`config.mk`:
```
export PLATFORM = sky130hd
export DESIGN_NAME = rv32_issue_ctrl
export DESIGN_NICKNAME = d
export VERILOG_FILES = /design/src/rtl/rv32_issue_ctrl.sv
export SDC_FILE = /design/constraint.sdc
export NUM_CORES = 1
export LEC_CHECK = 0
export CAP_MARGIN = 20
export CORE_AREA = 2 2 67 69
export CTS_CLUSTER_DIAMETER = 30
export CTS_CLUSTER_SIZE = 8
export DETAILED_ROUTE_END_ITERATION = 8
export DIE_AREA = 0 0 69 71
export GPL_ROUTABILITY_DRIVEN = 0
export PLACE_DENSITY = 0.79
export SLEW_MARGIN = 20
export SYNTH_ARGS = -nofsm -noshare
export SYNTH_HDL_FRONTEND = slang
export SYNTH_SLANG_ARGS = --single-unit
```
`constraint.sdc`:
```
create_clock -name clk -period 4.6 [get_ports clk]
set_input_delay 1.38 -clock clk [delete_from_list [all_inputs] [get_ports clk]]
set_output_delay 1.38 -clock clk [all_outputs]
set_load 0.01 [all_outputs]
```
`src/rtl/rv32_issue_ctrl.sv`:
```
// Decode-stage issue controller for the RV32 pipeline.
// Tracks in-flight register writes in a 3-slot scoreboard (EX, MEM, WB).
// Each cycle it decides issue/stall/kill for the decoded instruction and
// picks the operand bypass source. It also keeps a saturating count of
// hazard-stall cycles for performance monitoring.
module rv32_issue_ctrl #(
    parameter bit BYPASS_EN = 1'b1,
    parameter int CNT_W     = 16
) (
    input  logic             clk,
    input  logic             resetn,
    input  logic             dec_valid,
    input  logic [4:0]       dec_rs1,
    input  logic [4:0]       dec_rs2,
    input  logic [1:0]       dec_use_rs,
    input  logic [4:0]       dec_rd,
    input  logic             dec_wb,
    input  logic             dec_late,
    input  logic             ex_flush,
    input  logic             stall_ext,
    input  logic             cnt_clr,
    output logic             dec_issue,
    output logic             dec_stall,
    output logic [1:0]       fwd_rs1,
    output logic [1:0]       fwd_rs2,
    output logic [CNT_W-1:0] stall_cnt
);

    // One in-flight register write; late = result only exists after memory.
    typedef struct packed {
        logic       v;
        logic [4:0] rd;
        logic       late;
    } slot_t;

    typedef enum logic [1:0] {
        FWD_RF  = 2'd0,
        FWD_EX  = 2'd1,
        FWD_MEM = 2'd2,
        FWD_WB  = 2'd3
    } fwd_e;

    slot_t            ex_q, mem_q, wb_q;
    slot_t            ex_d, mem_d, wb_d;
    logic [CNT_W-1:0] cnt_q, cnt_d;

    logic             haz_rs1, haz_rs2, hazard;
    logic [1:0]       raw_fwd1, raw_fwd2;

    // x0 is hard-wired to zero, so it never has a producer to wait on.
    function automatic logic slot_hit(slot_t s, logic [4:0] rs, logic rd_en);
        return s.v && (s.rd == rs) && (rs != 5'd0) && rd_en;
    endfunction

    // Youngest match wins; returns {hazard, forward source}.
    function automatic logic [2:0] resolve(slot_t ex, slot_t mem, slot_t wb,
                                           logic [4:0] rs, logic rd_en);
        logic haz;
        fwd_e fwd;
        haz = 1'b0;
        fwd = FWD_RF;
        if (slot_hit(ex, rs, rd_en)) begin
            // A load in EX has no result yet: that is the load-use bubble.
            if (!BYPASS_EN || ex.late) haz = 1'b1;
            else                       fwd = FWD_EX;
        end else if (slot_hit(mem, rs, rd_en)) begin
            if (!BYPASS_EN) haz = 1'b1;
            else            fwd = FWD_MEM;
        end else if (slot_hit(wb, rs, rd_en)) begin
            if (!BYPASS_EN) haz = 1'b1;
            else            fwd = FWD_WB;
        end
        return {haz, fwd};
    endfunction

    // Hazard detection, issue/stall decision and bypass selection.
    always_comb begin
        {haz_rs1, raw_fwd1} = resolve(ex_q, mem_q, wb_q, dec_rs1, dec_use_rs[0]);
        {haz_rs2, raw_fwd2} = resolve(ex_q, mem_q, wb_q, dec_rs2, dec_use_rs[1]);
        hazard    = dec_valid & (haz_rs1 | haz_rs2);
        dec_issue = dec_valid & ~hazard & ~stall_ext & ~ex_flush;
        // A flushed instruction is being killed, so it is not held.
        dec_stall = stall_ext | (hazard & ~ex_flush);
        fwd_rs1   = dec_valid ? raw_fwd1 : 2'd0;
        fwd_rs2   = dec_valid ? raw_fwd2 : 2'd0;
    end

    // Scoreboard advance and stall-counter next state.
    always_comb begin
        // NOTE: every output of a combinational block gets a default first, so no path can infer a latch.
        ex_d  = ex_q;
        mem_d = mem_q;
        wb_d  = wb_q;
        cnt_d = cnt_q;
        if (!stall_ext) begin
            wb_d  = mem_q;
            mem_d = ex_q;
            // A stall or flush enters EX as a bubble; ex_flush leaves the
            // branch already in EX alone since it may write rd itself.
            ex_d  = '{v: dec_issue & dec_wb, rd: dec_rd, late: dec_late};
        end
        if (cnt_clr) begin
            cnt_d = '0;
        end else if (hazard && !ex_flush && !stall_ext && !(&cnt_q)) begin
            cnt_d = cnt_q + CNT_W'(1);
        end
    end

    // State registers; reset empties the scoreboard and clears the counter.
    always_ff @(posedge clk or negedge resetn) begin
        if (!resetn) begin
            ex_q  <= '0;
            mem_q <= '0;
            wb_q  <= '0;
            cnt_q <= '0;
        end else begin
            // NOTE: sequential state uses non-blocking assignments so every register samples pre-edge values.
            ex_q  <= ex_d;
            mem_q <= mem_d;
            wb_q  <= wb_d;
            cnt_q <= cnt_d;
        end
    end

    assign stall_cnt = cnt_q;

endmodule

```
==> run summary, run 1 <==
Status -> finished, final reports clean
Clock sink total -> 35
Synth Cell Area -> 2040 um^2
Synth warnings -> 0
Post-place setup slack -> -0.435 ns
DRT Pass-1 Iters -> 4
Slew headroom -> 57.8%
Worst r2r dst -> stall_cnt[11]
Vias in the first global route -> 1772
I/O Buffers -> 46
Yosys cell types -> 39
Fin util -> 66.8%
Final setup skew -> 0.00799 ns
First-pass GRT wire length -> 8480 um
Top achievable clock speed -> 220 MHz
CTS tree -> built
Num CTS Buffers -> 5
Slew @ Worst Pin -> 0.631 ns
Syn_nets -> 224
Final WS setup -> 0.0522 ns
Die Footprint -> 4900 um^2
Max FO, Critical Path -> 4
Height of the chip -> 71 um
CP Data Required Time -> 3.22 ns
Tot GR Track Use -> 21.8%
Pin count of the biggest net entering global routing -> 36
Vias -> 1753
Post-synth EDFFs -> 0
Max Cap Viol -> 0
Hold Path Class -> flop to flop
Routed length per instance -> 16.4 um
CP Launch Point -> dec_rs2[1]
Async set-or-reset flop fraction in the synthesized netlist -> 100%
IO Count -> 47
Arrival time at the worst endpoint -> 3.17 ns
Max IR drop VDD -> 0.000224 V
Later-pin clock latency in the skew report -> 0.29 ns
Synth Area per Inst -> 10.3 um^2
Worst r2r src -> ex_q[4]
Worst setup path endpoint -> dec_issue
Tmin final -> 4.55 ns
Synth Register Bits -> 35
Initial antenna violation count -> 0
H-tree depth -> 2
Drt via density -> 5.60
Initial Utilization -> 48.6%
WS Path Type -> primary input to output port
FF-to-FF setup slack -> 1.92 ns
Critical Path End Type -> output port
Grt ovf -> 0
Gate count of the mapped netlist -> 198
P_leak -> 0.00119 uW
Starting DRT DRC Count -> 66
DIE WIDTH -> 69 um
Pwr Density -> 279 nW/um^2
HPWL after detailed placement -> 3540 um
Final hold violations -> 0
R2R cell count -> 8
Number of inserted diodes -> 0
Rows -> 24
Setup TNS -> 0 ns
Fin crit share -> 98.9%
Fin. max-slew vios -> 0
Setup violators final -> 0
Seq/Total Area, Yosys -> 42.8%
Share of layout cells above drive strength 1 -> 23.4%
CP startpoint kind -> primary input
Worst Hold Margin -> 0.575 ns
Post-route DRC -> 0
Hold_buf cts -> 0
Clk slew on worst S/H paths -> 0.07 ns
WL final -> 5130 um
Main flop type after synthesis -> dfrtp_1
Max Root-Sink Buffers -> 2
Nets -> 286
CTS root buffer -> clkbuf_8
Final Power -> 782 uW
ANT nets after route -> 0
Area Overhead vs Synth -> 37.3%
Core footprint -> 4200 um^2
cell families (layout without fill, tap and decap cells):
kind of cell / after synthesis / after routing / synth area share [%]
and+or+nand+nor: 61 / 61 / 18.0
AOI/OAI and AO/OA: 40 / 40 / 12.0
DFF: 35 / 35 / 42.8
xor gates and xnor gates: 32 / 32 / 13.7
muxes: 19 / 19 / 10.5
buffers and inverters: 10 / 73 / 2.39
adders and majority gates: 1 / 1 / 0.612
cells in the final DEF (no fill, tap or decap), drive strengths merged, types with 2 or more instances in the layout:
cell type	synthesis	layout
nand3	13	13
mux2	19	19
o22ai	2	2
nor2	5	5
clkbuf	5	8
and3	2	2
or3	5	5
dlygate4sd2	0	3
a21o	2	2
nand4b	2	2
buf	3	20
inv	2	2
nor4	6	6
clkdlybuf4s50	0	36
dfrtp	35	35
a211oi	2	2
xnor2	8	8
o21ai	9	9
a21oi	14	14
or4	8	8
o31ai	6	6
and2	3	3
xor2	24	24
nand2	11	11
timing repair:
action                     CTS  global route
setup endpoints to repair    6             4
resized for setup           27             9
buffers inserted             0             2
pin swaps                    3             5
metrics by stage:
step | std cells | cell area (um^2)
after floorplan | 198 | 2040
after global placement | 303 | 2640
after detailed placement | 303 | 2640
after CTS | 311 | 2800
after global routing | 313 | 2810
final | 313 | 2810
routing by layer:
metal / vias to the layer above / part of all wire [%] / track usage [%]
li1: 854 / - / -
met1: 844 / 45 / 29.1
met2: 41 / 48 / 35.6
met3: 14 / 4.3 / 5.27
met4: 0 / 2.1 / 6.10
met5: - / 0 / 0
cell type report:
class / count / area [um^2]
Fill cell: 331 / 1400
Multi-Input combinational cell: 153 / 1180
Sequential cell: 35 / 876
Timing Repair Buffer: 63 / 563
Clock buffer: 6 / 82.6
Tap cell: 52 / 65.1
Clock inverter: 2 / 35.0
Inverter: 2 / 7.51
where the power goes:
part	total (uW)	internal (uW)	switching (uW)	leakage (uW)
logic	133	74.1	58.7	0.000676
clock network	289	175	113	0.0000612
registers	361	330	30.8	0.000452
flip-flops by register name, indices dropped and copies added, names as in the netlist:
name and flops:
wb_q 6, mem_q 6, stall_cnt 16, ex_q 7
synthesized netlist by cell type, types with 5 or more instances:
library cell | instances | area (um^2)
xor2_1 | 24 | 210
dfrtp_1 | 35 | 876
or3_1 | 5 | 31.3
a21oi_1 | 14 | 70.1
nand3_1 | 13 | 65.1
o21ai_1 | 7 | 35.0
nor2_1 | 5 | 18.8
nand2_1 | 11 | 41.3
o31ai_1 | 6 | 45.0
or4_1 | 8 | 60.1
xnor2_1 | 8 | 70.1
clkbuf_1 | 5 | 18.8
mux2_2 | 18 | 203
worst max-delay path, stage by stage:
cell	delay, ns
clkdlybuf4s50_1	0.42
or4_4	0.54
o21ai_2	0.16
nand4b_4	0.19
nand2_2	0.08
a21boi_2	0.16
clkdlybuf4s15_2	0.24
worst min path at each step:
stage	from	to	cells past startpoint	slack, ns
6_report	wb_q[1]	wb_q[1]	1	0.58
5_1_grt	wb_q[6]	wb_q[6]	1	0.59
4_1_cts	stall_cnt[13]	stall_cnt[13]	2	0.58
3_5_place_dp	wb_q[1]	wb_q[1]	1	0.56
3_3_place_gp	wb_q[6]	wb_q[6]	1	0.52
2_1_floorplan	wb_q[6]	wb_q[6]	1	0.50
Power figures use the tool's default switching activity.
==> inputs of run 2 (changes only) <==
- CAP_MARGIN: 20 -> 10
==> results of run 2 <==
Same layout as run 1: the final DEF is identical, and so are final timing and power.
==> inputs of run 3 (changes only) <==
- CTS_CLUSTER_DIAMETER: 30 -> 80
- MAX_ROUTING_LAYER: unset -> met4
==> run 3 against run 2 <==
Against the previous run: wire length is 0.14% lower; combinational power hardly changed; highest routed layer unchanged; first-iteration DRC count grew 3.0%; critical endpoint unchanged; count of clock-buffer cells in the layout is the same; power about the same.
==> run summary, run 3 (synthesis results as in run 1) <==
Later-pin clock latency in the skew report -> 0.29 ns (about the same)
Number of inserted diodes -> 0 (unchanged)
Clk slew on worst S/H paths -> 0.07 ns (about the same)
IO Count -> 47 (unchanged)
Status -> finished, final reports clean
P_leak -> 0.00119 uW (unchanged)
Fin area -> 2810 um^2 (unchanged)
Final WS setup -> 0.0527 ns (+0.000475 ns)
Fin. max-slew vios -> 0 (unchanged)
Grt ovf -> 0 (unchanged)
CTS root buffer -> clkbuf_8
Non-filler cells in the finished layout -> 313 (unchanged)
Clock sink total -> 35 (unchanged)
Nets -> 286 (unchanged)
First-pass GRT wire length -> 8470 um (-0.17%)
Arrival time at the worst endpoint -> 3.17 ns (about the same)
Most frequent cells in the layout -> clkdlybuf4s50_1, dfrtp_1, xor2_1
Post-route DRC -> 0 (unchanged)
Vias in the first global route -> 1772 (unchanged)
Max Cap Viol -> 0 (unchanged)
Routed length per instance -> 16.4 um (-0.14%)
CTS tree -> built
Die Footprint -> 4900 um^2 (unchanged)
Max Root-Sink Buffers -> 2 (unchanged)
Tmin final -> 4.55 ns (-0.000475 ns)
DRT Pass-1 Iters -> 4 (unchanged)
Fin crit share -> 98.9% (about the same)
Core footprint -> 4200 um^2 (unchanged)
Hold Path Class -> flop to flop
Post-place setup slack -> -0.435 ns (unchanged)
Drt via density -> 5.60 (about the same)
Initial Utilization -> 48.6% (unchanged)
CP Data Required Time -> 3.22 ns (about the same)
Placed Area -> 2640 um^2 (unchanged)
Placed cells -> 303 (unchanged)
Setup TNS -> 0 ns (unchanged)
Slew headroom -> 57.7% (-0.12 points)
Final hold violations -> 0 (unchanged)
WL final -> 5120 um (-0.14%)
Starting DRT DRC Count -> 68 (+3.0%)
Pin count of the biggest net entering global routing -> 36 (unchanged)
Tot GR Track Use -> 22.4% (+0.64 points)
HPWL after detailed placement -> 3540 um (unchanged)
Max FO, Critical Path -> 4 (unchanged)
Final setup skew -> 0.00835 ns (+0.000363 ns)
Commonest non-fill, non-tap cell in the layout -> clkdlybuf4s50_1
Share of layout cells above drive strength 1 -> 23.4% (unchanged)
Setup violators final -> 0 (unchanged)
Initial antenna violation count -> 0 (unchanged)
Slew @ Worst Pin -> 0.633 ns (+0.00186 ns)
Height of the chip -> 71 um (unchanged)
ANT nets after route -> 0 (unchanged)
I/O Buffers -> 46 (unchanged)
DIE WIDTH -> 69 um (unchanged)
Top achievable clock speed -> 220 MHz (about the same)
Area Overhead vs Synth -> 37.3% (unchanged)
Critical Path End Type -> output port
Pwr Density -> 279 nW/um^2 (about the same)
CP startpoint kind -> primary input
WS Path Type -> primary input to output port
Num CTS Buffers -> 5 (unchanged)
Max FFs per register -> 16 (unchanged)
Vias -> 1754 (+0.057%)
H-tree depth -> 2 (unchanged)
Rows -> 24 (unchanged)
Max IR drop VDD -> 0.000223 V (-0.36%)
Worst Hold Margin -> 0.577 ns (+0.00203 ns)
==> run 3: report_power, final <==
group,internal (uW),switching (uW)
Clock,175,113
Sequential,330,30.6
Combinational,74.1,58.5
Total,580,202
==> run 3: final timing paths <==
kind                       startpoint             to  slack (ns)  cells after the start
hold reg to reg               wb_q[1]        wb_q[1]        0.58                      1
max in group asynchronous      resetn   stall_cnt[5]        2.77                      2
min in group asynchronous      resetn        ex_q[3]        1.50                      2
hold / removal                wb_q[1]        wb_q[1]        0.58                      1
setup / recovery           dec_rs2[1]      dec_issue        0.05                      7
setup reg to reg              ex_q[4]  stall_cnt[11]        1.93                      8
==> run 3: stage by stage <==
step / util, % / power (uW)
after CTS: 66.5 / 787
final: 66.8 / 782
after floorplan: - / 430
after global placement: 62.8 / 486
after detailed placement: 62.8 / 491
after global routing: 66.8 / 817
==> run 3: metal layers <==
layer | share of wire [%] | wire (um) | vias up | global-route usage (%)
met5 | 0 | 0 | - | -
met4 | 2.0 | 105 | 0 | 6.10
met3 | 4.4 | 228 | 12 | 5.27
met2 | 49 | 2490 | 43 | 35.6
met1 | 45 | 2300 | 848 | 29.0
li1 | - | - | 851 | -
==> run 3: area by class of cell <==
| type | count | area (um^2) |
|---|---|---|
| Clock buffer | 6 | 82.6 |
| Clock inverter | 2 | 35.0 |
| Fill cell | 331 | 1400 |
| Inverter | 2 | 7.51 |
| Multi-Input combinational cell | 153 | 1180 |
| Sequential cell | 35 | 876 |
| Tap cell | 52 | 65.1 |
| Timing Repair Buffer | 63 | 563 |
==> run 3: repair_timing <==
action,in CTS,in global routing
pin swaps,3,5
gates resized for setup,27,9
setup endpoints to repair,6,4
buffers inserted,0,2
hold buffers,0,0
==> run 3: worst max-delay path, cell delays in order <==
cell and delay [ns]:
clkdlybuf4s50_1 0.42, or4_4 0.54, o21ai_2 0.16, nand4b_4 0.19, nand2_2 0.08, a21boi_2 0.16, clkdlybuf4s15_2 0.24
